`src/rtl/out_port_display_if.sv`:
```
// Bus between the datapath out_port register and the seven-segment scanner.
// The master drives the port value and enable; the slave returns the display signals.
interface out_port_display_if #(
    parameter int unsigned NUM_DIGITS = 8
);
    logic [31:0]           out_port_data;
    logic                  enable;
    logic [6:0]            seg;
    logic                  dp;
    logic [NUM_DIGITS-1:0] an;
    logic                  frame_tick;
    logic [31:0]           shown_value;

    modport master (
        output out_port_data, enable,
        input  seg, dp, an, frame_tick, shown_value
    );

    modport slave (
        input  out_port_data, enable,
        output seg, dp, an, frame_tick, shown_value
    );
endinterface

```
`src/rtl/out_port_display.sv`:
```
// Time-multiplexed hex display of the datapath output port. A shadow copy of the
// input is taken only at frame boundaries so one scan never mixes two values.
module out_port_display #(
    parameter int unsigned REFRESH_DIV    = 50000,
    parameter int unsigned NUM_DIGITS     = 8,
    parameter bit          SEG_ACTIVE_LOW = 1'b1,
    parameter bit          BLANK_LEADING  = 1'b1
) (
    input  logic                clk,
    input  logic                reset,
    out_port_display_if.slave   bus
);
    localparam int unsigned PW = (REFRESH_DIV > 1) ? $clog2(REFRESH_DIV) : 1;
    localparam int unsigned IW = (NUM_DIGITS > 1) ? $clog2(NUM_DIGITS) : 1;
    localparam logic [PW-1:0] PRESC_MAX = PW'(REFRESH_DIV - 1);
    localparam logic [IW-1:0] IDX_MAX   = IW'(NUM_DIGITS - 1);
    localparam logic [6:0] SEG_OFF = SEG_ACTIVE_LOW ? 7'h7F : 7'h00;
    localparam logic       DP_OFF  = SEG_ACTIVE_LOW;
    localparam logic [NUM_DIGITS-1:0] AN_OFF = SEG_ACTIVE_LOW ? {NUM_DIGITS{1'b1}}
                                                              : {NUM_DIGITS{1'b0}};

    logic [PW-1:0]         presc_q, presc_d;
    logic [IW-1:0]         idx_q, idx_d;
    logic [31:0]           shown_q, shown_d;
    logic                  tick_q, tick_d;
    logic [6:0]            seg_q, seg_d;
    logic                  dp_q, dp_d;
    logic [NUM_DIGITS-1:0] an_q, an_d;

    logic                  step;
    logic                  frame_load;
    logic [3:0]            nib;
    logic                  blank;
    logic [NUM_DIGITS-1:0] upper_nz;
    logic [NUM_DIGITS-1:0] an_hot;

    // Active-high {g,f,e,d,c,b,a} hex glyphs.
    function automatic logic [6:0] hex7(input logic [3:0] n);
        case (n)
            4'h0: hex7 = 7'h3F;
            4'h1: hex7 = 7'h06;
            4'h2: hex7 = 7'h5B;
            4'h3: hex7 = 7'h4F;
            4'h4: hex7 = 7'h66;
            4'h5: hex7 = 7'h6D;
            4'h6: hex7 = 7'h7D;
            4'h7: hex7 = 7'h07;
            4'h8: hex7 = 7'h7F;
            4'h9: hex7 = 7'h6F;
            4'hA: hex7 = 7'h77;
            4'hB: hex7 = 7'h7C;
            4'hC: hex7 = 7'h39;
            4'hD: hex7 = 7'h5E;
            4'hE: hex7 = 7'h79;
            default: hex7 = 7'h71;
        endcase
    endfunction

    assign step       = (presc_q == PRESC_MAX);
    assign frame_load = step && (idx_q == IDX_MAX);
    assign an_hot     = NUM_DIGITS'(1) << idx_q;

    // upper_nz[d] is set when any nibble from d up to the top digit is nonzero.
    always_comb begin : blank_scan
        logic acc;
        acc      = 1'b0;
        upper_nz = '0;
        for (int d = int'(NUM_DIGITS) - 1; d >= 0; d--) begin
            acc         = acc | (|shown_q[4*d +: 4]);
            upper_nz[d] = acc;
        end
    end

    // Select the nibble and blanking state of the digit currently scanned.
    always_comb begin
        nib   = '0;
        blank = 1'b0;
        for (int unsigned d = 0; d < NUM_DIGITS; d++) begin
            if (idx_q == IW'(d)) begin
                nib   = shown_q[4*d +: 4];
                blank = BLANK_LEADING && (d != 0) && !upper_nz[d];
            end
        end
    end

    always_comb begin
        presc_d = presc_q;
        idx_d   = idx_q;
        shown_d = shown_q;
        tick_d  = 1'b0;
        seg_d   = SEG_OFF;
        dp_d    = DP_OFF;
        an_d    = AN_OFF;

        if (step) begin
            presc_d = '0;
            idx_d   = (idx_q == IDX_MAX) ? '0 : idx_q + IW'(1);
        end else begin
            presc_d = presc_q + PW'(1);
        end

        if (frame_load) begin
            shown_d = bus.out_port_data;
            tick_d  = 1'b1;
        end

        if (!blank) begin
            seg_d = SEG_ACTIVE_LOW ? ~hex7(nib) : hex7(nib);
            if (bus.enable) begin
                an_d = SEG_ACTIVE_LOW ? ~an_hot : an_hot;
            end
        end

        // Decimal point on digit 0 flags an input value not yet displayed.
        if ((idx_q == '0) && (bus.out_port_data != shown_q)) begin
            dp_d = ~DP_OFF;
        end
    end

    always_ff @(posedge clk or negedge reset) begin
        if (!reset) begin
            presc_q <= '0;
            idx_q   <= '0;
            shown_q <= '0;
            tick_q  <= 1'b0;
            seg_q   <= SEG_OFF;
            dp_q    <= DP_OFF;
            an_q    <= AN_OFF;
        end else begin
            presc_q <= presc_d;
            idx_q   <= idx_d;
            shown_q <= shown_d;
            tick_q  <= tick_d;
            seg_q   <= seg_d;
            dp_q    <= dp_d;
            an_q    <= an_d;
        end
    end

    assign bus.seg         = seg_q;
    assign bus.dp          = dp_q;
    assign bus.an          = an_q;
    assign bus.frame_tick  = tick_q;
    assign bus.shown_value = shown_q;
endmodule

```
`src/flat_wrapper.sv`:
```
// flat-port wrapper written by rule: the top's interface ports become plain ports
module out_port_display_flat 
#(
    parameter int unsigned REFRESH_DIV    = 50000,
    parameter int unsigned NUM_DIGITS     = 8,
    parameter bit          SEG_ACTIVE_LOW = 1'b1,
    parameter bit          BLANK_LEADING  = 1'b1
)
  (clk, reset, bus_out_port_data, bus_enable, bus_seg, bus_dp, bus_an, bus_frame_tick, bus_shown_value);
  out_port_display_if #(.NUM_DIGITS(NUM_DIGITS)) bus_i ();
  input  logic clk;
  input  logic reset;
  input wire logic [$bits(bus_i.out_port_data)-1:0] bus_out_port_data;
  input wire logic [$bits(bus_i.enable)-1:0] bus_enable;
  output wire logic [$bits(bus_i.seg)-1:0] bus_seg;
  output wire logic [$bits(bus_i.dp)-1:0] bus_dp;
  output wire logic [$bits(bus_i.an)-1:0] bus_an;
  output wire logic [$bits(bus_i.frame_tick)-1:0] bus_frame_tick;
  output wire logic [$bits(bus_i.shown_value)-1:0] bus_shown_value;
  assign bus_i.out_port_data = bus_out_port_data;
  assign bus_i.enable = bus_enable;
  assign bus_seg = bus_i.seg;
  assign bus_dp = bus_i.dp;
  assign bus_an = bus_i.an;
  assign bus_frame_tick = bus_i.frame_tick;
  assign bus_shown_value = bus_i.shown_value;
  out_port_display #(.REFRESH_DIV(REFRESH_DIV), .NUM_DIGITS(NUM_DIGITS), .SEG_ACTIVE_LOW(SEG_ACTIVE_LOW), .BLANK_LEADING(BLANK_LEADING)) u_core (.clk(clk), .reset(reset), .bus(bus_i));
endmodule
```
`config.mk`:
```
export PLATFORM = sky130hd
export DESIGN_NAME = out_port_display_flat
export DESIGN_NICKNAME = d
export VERILOG_FILES = /design/src/rtl/out_port_display_if.sv /design/src/rtl/out_port_display.sv /design/src/flat_wrapper.sv
export SDC_FILE = /design/constraint.sdc
export NUM_CORES = 1
export LEC_CHECK = 0
export ABC_CLOCK_PERIOD_IN_PS = 3500
export BUFFER_PORTS_ARGS = -buffer_cell sky130_fd_sc_hd__clkbuf_2
export CAP_MARGIN = 40
export CORE_ASPECT_RATIO = 1.5
export CORE_MARGIN = 3
export CORE_UTILIZATION = 38
export CTS_CLUSTER_DIAMETER = 50
export DETAILED_ROUTE_END_ITERATION = 12
export PLACE_DENSITY = 0.69
export SLEW_MARGIN = 25
export SYNTH_ARGS = -nofsm -noshare
export SYNTH_HDL_FRONTEND = slang
export SYNTH_SLANG_ARGS = --single-unit
```
`constraint.sdc`:
```
create_clock -name clk -period 3.5 [get_ports clk]
set_clock_uncertainty 0.1 [all_clocks]
set_input_delay 0.7 -clock clk [delete_from_list [all_inputs] [get_ports clk]]
set_output_delay 0.7 -clock clk [all_outputs]
set_load 0.01 [all_outputs]
```
Word level (Yosys, flattened, before mapping)

Memories as Yosys holds them, arrays and structs flattened.
Cells that the tools add are included.

Bits in registers: 68
ROM bits: 112
Output and inout port bits: 49
Memories kept: 1

Add/subtract/negate cells: 2
Equal/unequal tests: 9
Shifts and indexed selects: 1
Multiplexer cells: 23
Bitwise gates (word level): 8
Reduce and logical (&&, ||, !) cells: 17

Memory list:

| name            | words | bits a word | read ports | clocked after memory_dff | write ports | RTL line               | RTL |
|---|---|---|---|---|---|---|---|
| (no name shown) | 16    | 7           | 1          | 0                        | 0           | out_port_display.sv:39 | `case (n)` |

Operators with widths:

| operator                                                           | count |
|---|---|
| 4-bit 2-to-1 mux                                                   | 8 |
| 32-bit inequality test                                             | 1 |
| 4-bit OR reduction                                                 | 7 |
| 16-bit by 1-bit adder with 16-bit output (second input constant)   | 1 |
| 16-bit == test (second input constant)                             | 1 |
| 16-bit 2-to-1 mux                                                  | 1 |
| 8-bit 2-to-1 mux                                                   | 2 |
| 7-bit 2-to-1 mux                                                   | 2 |
| 3-bit == test (second input constant)                              | 4 |
| 1-bit 2-to-1 mux                                                   | 9 |
| 8-bit inverter                                                     | 1 |
| 1-bit by 3-bit left shift with 8-bit output (first input constant) | 1 |
| 1-bit zero test                                                    | 7 |
| 7-bit inverter                                                     | 1 |
| 3-bit by 2-bit == test with 1-bit output (second input constant)   | 2 |
| 1-bit OR                                                           | 6 |
| 3-bit by 1-bit adder with 3-bit output (second input constant)     | 1 |
| 3-bit by 1-bit == test with 1-bit output (second input constant)   | 1 |
| 3-bit zero test                                                    | 1 |
| 3-bit 2-to-1 mux                                                   | 1 |
| 1-bit logical AND                                                  | 2 |

Depth between registers and ports, before layout

Gate-level depths: netlist (run 1).

Word-level depth: 18
Mapped depth: 14
Gate-level depth less buffers: 12

Least setup slack after synthesis (run 1)

OpenSTA, ideal clock, no wires.

Path type: register to register
Start point: reg u_core.idx_q[2]
End point: reg u_core.seg_q[3] (netlist: u_core.bus.seg[3])
Library setup time: 0.091 ns
Data arrival time: 2.459 ns
Data required time: 3.309 ns
Slack: 0.850 ns
Cell stages (with the launch flop): 15
Buffers on the path: 2
Cells stage by stage: dfrtp_1 -> buf_4 -> inv_2 -> ha_1 -> buf_2 -> nand2_1 -> mux2i_1 -> a311oi_1 -> o31a_1 -> o31ai_4 -> inv_1 -> ha_1 -> mux2i_1 -> a22o_1 -> nand2_1

Longest elaborated chain between the ends: 13
Elaborated cells on any way between the ends: 27

RTL lines:

| element                       | RTL line                | RTL |
|---|---|---|
| start: declaration            | out_port_display.sv:23  | `logic [IW-1:0] idx_q, idx_d;` |
| start signal: assignment      | out_port_display.sv:131 | `idx_q <= idx_d;` |
| 3-bit zero test               | out_port_display.sv:79  | `if (idx_q == IW'(d)) begin` |
| 4-bit 2-to-1 mux (8 in a row) | out_port_display.sv:79  |  |
| memory 16 x 7 bit             | -                       |  |
| 7-bit 2-to-1 mux              | out_port_display.sv:107 | `if (!blank) begin` |
| 7-bit inverter                | out_port_display.sv:108 | `seg_d = SEG_ACTIVE_LOW ? ~hex7(nib) : hex7(nib);` |
| 7-bit 2-to-1 mux (*)          | out_port_display.sv:107 |  |
| net u_core.seg_d[3]           | out_port_display.sv:26  | `logic [6:0] seg_q, seg_d;` |
| end signal: assignment        | out_port_display.sv:134 | `seg_q <= seg_d;` |
| end: declaration              | out_port_display.sv:26  |  |

Mark *: on every way through the listed nets, which the timed path passes. The rest lies on a longest branch. The select of a mux whose other input is x is not followed.
A chain may end at the register's enable or synchronous reset.

Worst setup path in the final report (run 1)

Start point: reg u_core.idx_q[1]
End point: reg u_core.seg_q[0] (netlist: u_core.bus.seg[0])

The elaborated chain is that of the path after synthesis.

==> results of run 1 <==
==> cell families (layout without fill, tap and decap cells) <==
logic type               count (synthesis)  count (layout)  synth area share
XOR/XNOR                                47              47             0.108
AO/OA/AOI/OAI                           50              50             0.102
buffers and inverters                   32             117            0.0425
AND/OR/NAND/NOR                        196             196             0.239
adder cells (fa/ha/maj)                 13              13            0.0425
flip-flops                              68              68             0.450
multiplexers                             6               6            0.0157
==> worst max-delay path, cell delays in order (launching register included) <==
cell	delay [ps]
dfrtp_1	400
inv_1	100
ha_1	490
and2b_4	290
a221oi_1	310
a2111oi_2	80
o22ai_1	240
a21oi_2	130
ha_1	230
or3_1	370
o221ai_1	70
nand2_1	80
==> sequential cells by signal, summed over array words and instances, names as in the netlist <==
signal	count
u_core.bus.shown_value	32
u_core.bus.frame_tick	1
u_core.bus.seg	7
u_core.bus.dp	1
u_core.bus.an	8
u_core.idx_q	3
u_core.presc_q	16
==> layer usage <==
layer,vias up,track usage,share of wire
met5,-,0,0
met4,0,0.115,0.053
met3,34,0.0429,0.050
met1,1579,0.200,0.37
li1,1558,-,-
met2,107,0.346,0.53
==> cells in the final DEF (no fill, tap or decap), types with 3 or more instances in the layout <==
| master | count |
|---|---|
| nor4_1 | 12 |
| clkbuf_2 | 82 |
| xor2_1 | 36 |
| a211o_1 | 3 |
| mux2i_1 | 6 |
| a21oi_1 | 12 |
| o21ai_0 | 5 |
| clkbuf_16 | 9 |
| xnor2_1 | 11 |
| nand4_1 | 9 |
| nor2_1 | 18 |
| dfrtp_1 | 52 |
| inv_1 | 11 |
| a21o_1 | 3 |
| buf_4 | 4 |
| nand3_1 | 10 |
| ha_1 | 13 |
| dfstp_2 | 16 |
| nand2_1 | 120 |
| or4_1 | 4 |
| o221ai_1 | 4 |
==> where the power goes <==
part | total [mW] | switching, mW | internal, mW
clock | 0.957 | 0.316 | 0.641
sequential | 0.789 | 0.000127 | 0.789
combinational | 0.0695 | 0.0431 | 0.0264
==> area by class of cell <==
class                           count  area (um^2)
Clock inverter                      4         72.6
Multi-Input combinational cell    312         1940
Tap cell                          115          144
Timing Repair Buffer               88          465
Sequential cell                    68         1720
Inverter                           13         48.8
Fill cell                         921         5110
Clock buffer                       12          246
==> worst paths after layout <==
check / from / end / depth (start not counted)
max reg2reg: u_core.idx_q[1] / u_core.bus.seg[0] / 11
min reg2reg: u_core.presc_q[0] / u_core.presc_q[0] / 1
max in group asynchronous: reset / u_core.bus.an[3] / 2
min: reset / u_core.bus.frame_tick / 2
min in group clk: u_core.presc_q[0] / u_core.presc_q[0] / 1
max: u_core.idx_q[1] / u_core.bus.seg[0] / 11
==> through the flow <==
stage	hold slack, ps	cell area [um^2]	power (mW)
2_1_floorplan	304	3820	0.818
3_3_place_gp	344	4320	0.872
3_5_place_dp	359	4320	0.873
4_1_cts	295	4640	1.83
5_1_grt	299	4640	1.87
6_report	254	4640	1.82
==> impl_metrics.ini, run 1 <==
[clocking]
cts.root.buffer_cell = clkbuf_16
cts.sinks = 68
cts_tree = done
clkTransAtPathRegs_ps = 60
cts_resized = 0
numCtsBuffers = 9
post-cts-setup-buffers = 0
clockBufferDepth = 2
cts_hold_buf = 0
clk_latency_ps = 330
h-tree-depth = 3

[sta]
slew_headroom = 0.514
fin_crit_sh = 0.854
hold_viol_final = 0
rsz0062_at_grt = false
max_freq_mhz = 335
min_period_ps = 2990
worst_pin_slew_ps = 723
slew_viol_final = 0
final-setup-viol-count = 0
fin_ws_ps = 512
setup_tns_ps = 0

[place]
post-dp-hpwl_um = 8050
post-place-ws_ps = 527
gp_congestion = 0.932
portBuffers = 83
placed_cells = 596

[synth]
synth_area_leaders = dfrtp_1 (34%), nand2_1 (12%), dfstp_2 (11%)
synth_top_cell_area_share = 0.340
syn_area_um2 = 3820
synth_top_area_cell = dfrtp_1
ys_ff_latch = 68
syn_inst = 412
synth.avg_cell_area_um2 = 9.28
seq_area_frac_synth = 0.450
syn_nets = 460
synth_edf_count = 0
synth_cell_type_count = 59
synth_common_cells = nand2_1 (120), dfrtp_1 (52), xor2_1 (36)
async_flop_share = 1.00
ys_warn_count = 0
synth_ff_type = dfrtp_1
synth_most_common_cell = nand2_1

[grt]
grt_pass1_wl_um = 16600
antenna_found_initial = 0
grt_pass1_vias = 3311
overflow = 0
grt_max_degree = 69
grt_use_total = 0.193

[die]
die_width_um = 87.9
dieArea_um2 = 11300
die_h_um = 129
start_util = 0.392
rows = 44
ios = 84
core_um2 = 9740

[critical_path]
reg2reg_slack_ps = 510
crit_path_start_kind = flop
required_ps = 3640
cp-end-kind = flop
cp_max_fo = 14
criticalPathCategory = flop to flop
crit_arrival_ps = 3130

[route]
drc = 0
drtPass1Iterations = 5
routedWlPerCell_um = 17.2
drt_wl_total_um = 10500
drtIter0Drc = 258
num_vias = 3278
postRouteAntennaNets = 0
viasPerCell = 5.36

[run]
max-cap-violations = 0

[run_status]
status = finished, final reports clean

[power]
ir_worst_vdd_mv = 0.199
leakage_nw = 2.06
p_per_area_nw_per_um2 = 391

[hold_path]
hp-class = primary input to asynchronous set/reset pin

[final_layout]
final_layout_size_suffix_gt1_frac = 0.272
area_delta_synth_final_pct = 21.3
num_antenna_cells = 0
instances_no_fill = 612
nets = 540
final_util = 0.476
Power figures use the tool's default switching activity.
==> run 2: changes to the inputs <==
--- a/config.mk
+++ b/config.mk
@@ -5,15 +5,17 @@
 export SDC_FILE = /design/constraint.sdc
 export NUM_CORES = 1
 export LEC_CHECK = 0
-export ABC_CLOCK_PERIOD_IN_PS = 3500
+export ABC_CLOCK_PERIOD_IN_PS = 3000
 export BUFFER_PORTS_ARGS = -buffer_cell sky130_fd_sc_hd__clkbuf_2
 export CAP_MARGIN = 40
+export CELL_PAD_IN_SITES_DETAIL_PLACEMENT = 0
+export CELL_PAD_IN_SITES_GLOBAL_PLACEMENT = 2
 export CORE_ASPECT_RATIO = 1.5
 export CORE_MARGIN = 3
-export CORE_UTILIZATION = 38
+export CORE_UTILIZATION = 33
 export CTS_CLUSTER_DIAMETER = 50
 export DETAILED_ROUTE_END_ITERATION = 12
-export PLACE_DENSITY = 0.69
+export PLACE_DENSITY = 0.9
 export SLEW_MARGIN = 25
 export SYNTH_ARGS = -nofsm -noshare
 export SYNTH_HDL_FRONTEND = slang
==> constraint.sdc (replaced) <==
create_clock -name clk -period 3 [get_ports clk]
set_clock_uncertainty 0.1 [all_clocks]
set_input_delay 0.6 -clock clk [delete_from_list [all_inputs] [get_ports clk]]
set_output_delay 0.6 -clock clk [all_outputs]
set_load 0.01 [all_outputs]
==> run 2 against run 1 <==
  * Hold slack got worse by 170 ps
  * Register-to-register slack worse by 310 ps
  * Sequential share of layout area shrank 0.42 points
  * Routed wire length rose by 4.9%
  * Flip-flop and latch count did not move
  * First-iteration DRC count is 43% lower
  * Core utilization down 5.6 points
  * Combinational power rose by 15%
  * Fmax up 6.9%
  * Final cell count increased by 6.5%
  * Count of clock-buffer cells in the layout is 2 higher
  * Critical path depth stayed put
==> impl_metrics.ini, run 2 (synthesis results as in run 1) <==
[power]
leakage_nw = 2.09
p_per_area_nw_per_um2 = 425
ir_worst_vdd_mv = 0.245

[route]
drtIter0Drc = 146
postRouteAntennaNets = 0
num_vias = 3272
viasPerCell = 5.02
drt_wl_total_um = 11000
routedWlPerCell_um = 16.9
drtPass1Iterations = 4
drc = 0

[grt]
grt_use_total = 0.177
overflow = 0
grt_max_degree = 34
antenna_found_initial = 0
grt_pass1_wl_um = 17300
grt_pass1_vias = 3338

[critical_path]
criticalPathCategory = flop to flop
rr_worst_depth = 11
cp-endpoint = u_core.bus.seg[3]
crit_arrival_ps = 2930
r2r-start = u_core.idx_q[0]
crit_path_start_kind = flop
crit_path_top_delay_cell = dfrtp_1
slowest_delay_ps = 420
worstReg2RegEnd = u_core.bus.seg[3]
worst_path_most_repeated_cell = ha_1
crit_start = u_core.idx_q[0]
cp-end-kind = flop
reg2reg_slack_ps = 210
required_ps = 3130
crit_chain = ha_1 -> ha_1 -> a21oi_1 -> a21oi_1 -> o31a_1 -> o31ai_4 -> inv_1 -> ha_1 -> mux2i_1 -> a22o_1 -> nand2_1
cp_max_fo = 9

[place]
place_area_um2 = 4400
post-dp-hpwl_um = 8580
portBuffers = 83
gp_congestion = 0.857

[die]
core_um2 = 11200
dieArea_um2 = 12900
start_util = 0.342
ios = 84
die_h_um = 138
rows = 47
die_width_um = 93.9

[sta]
max_freq_mhz = 358
rsz0062_at_grt = false
slew_viol_final = 0
fin_crit_sh = 0.931
hold_viol_final = 0
min_period_ps = 2790
setup_tns_ps = 0
final-setup-viol-count = 0
slew_headroom = 0.624
worst_pin_slew_ps = 558

[final_layout]
seqCellArea_um2 = 1720
multiInputGateArea_um2 = 1940
final_layout_size_suffix_gt1_frac = 0.285
final_common_cell = nand2_1
nets = 548
postLayoutCellArea_um2 = 4690
num_antenna_cells = 0
area_delta_synth_final_pct = 22.7
fillers = 1111
largest_reg_flops = 32
most-common-layout-cells = nand2_1 (120), clkbuf_2 (83), dfrtp_1 (52)

[hold_path]
hp-class = primary input to asynchronous set/reset pin

[clocking]
cts.root.buffer_cell = clkbuf_16
cts_tree = done
clockBufferDepth = 2
clk_latency_ps = 330
cts.sinks = 68
h-tree-depth = 3
clkTransAtPathRegs_ps = 60
numCtsBuffers = 9

[run]
max-cap-violations = 0

[run_status]
status = finished, final reports clean
==> run 2: cell types whose count changed in the layout (fill, tap and decap cells not counted) <==
cell / change
buf_4: +8
bufinv_16: -2
clkbuf_8: +2
buf_12: -1
clkbuf_2: +1
clkinv_2: +1
clkinvlp_4: -1
ha_1: -1
ha_2: +1
==> run 2: timing repair <==
item                       4_1_cts  5_1_grt
setup endpoints to repair        0        2
setup buffers                    0        0
hold endpoints to repair         0        0
resized for setup                0        1
hold buffers                     0        0
==> run 2: cell type report <==
class / count / area share
clock buffer: 14 / 0.0584
clock inverter: 2 / 0.00213
inverter: 13 / 0.0104
multi-input combinational: 312 / 0.414
sequential: 68 / 0.367
tap: 147 / 0.0392
timing repair buffer: 96 / 0.109
==> run 2: worst min-delay path by stage <==
stage	start	end	depth (start not counted)
2_1_floorplan	reset	u_core.bus.frame_tick	0
3_3_place_gp	u_core.presc_q[0]	u_core.presc_q[0]	1
3_5_place_dp	u_core.presc_q[0]	u_core.presc_q[0]	1
4_1_cts	reset	u_core.bus.shown_value[4]	1
5_1_grt	reset	u_core.bus.shown_value[5]	1
6_report	reset	u_core.bus.shown_value[9]	1
==> run 2: critical path: cells and delay by family (launching register included) <==
| family | cells | cell delay, ps |
|---|---|---|
| adders and majority gates | 3 | 870 |
| AOI/OAI and AO/OA | 5 | 940 |
| DFF | 1 | 420 |
| and+or+nand+nor | 1 | 50 |
| muxes | 1 | 150 |
| buffers and inverters | 1 | 160 |
==> run 2: metrics by stage <==
step	setup slack, ps	hold WS, ps	utilization	instances	total power [mW]
2_1_floorplan	350	204	-	412	0.954
5_1_grt	25.0	90.4	0.420	652	2.07
4_1_cts	201	74.0	0.419	651	2.02
3_5_place_dp	240	355	0.394	635	1.02
3_3_place_gp	322	344	0.394	635	1.02
6_report	206	79.4	0.420	652	1.99
==> run 2: metal layers <==
layer  up-vias  global-route usage  wire length [um]
met5         -                   0                 0
met4         0               0.107               558
met3        23              0.0421               536
met2        94               0.325              5910
met1      1577               0.178              4040
li1       1578                   -                 -
==> run 2: power by group <==
part	switching, mW	internal (mW)	total, mW
logic	0.0499	0.0297	0.0796
clock network	0.370	0.624	0.995
registers	0.000213	0.920	0.921
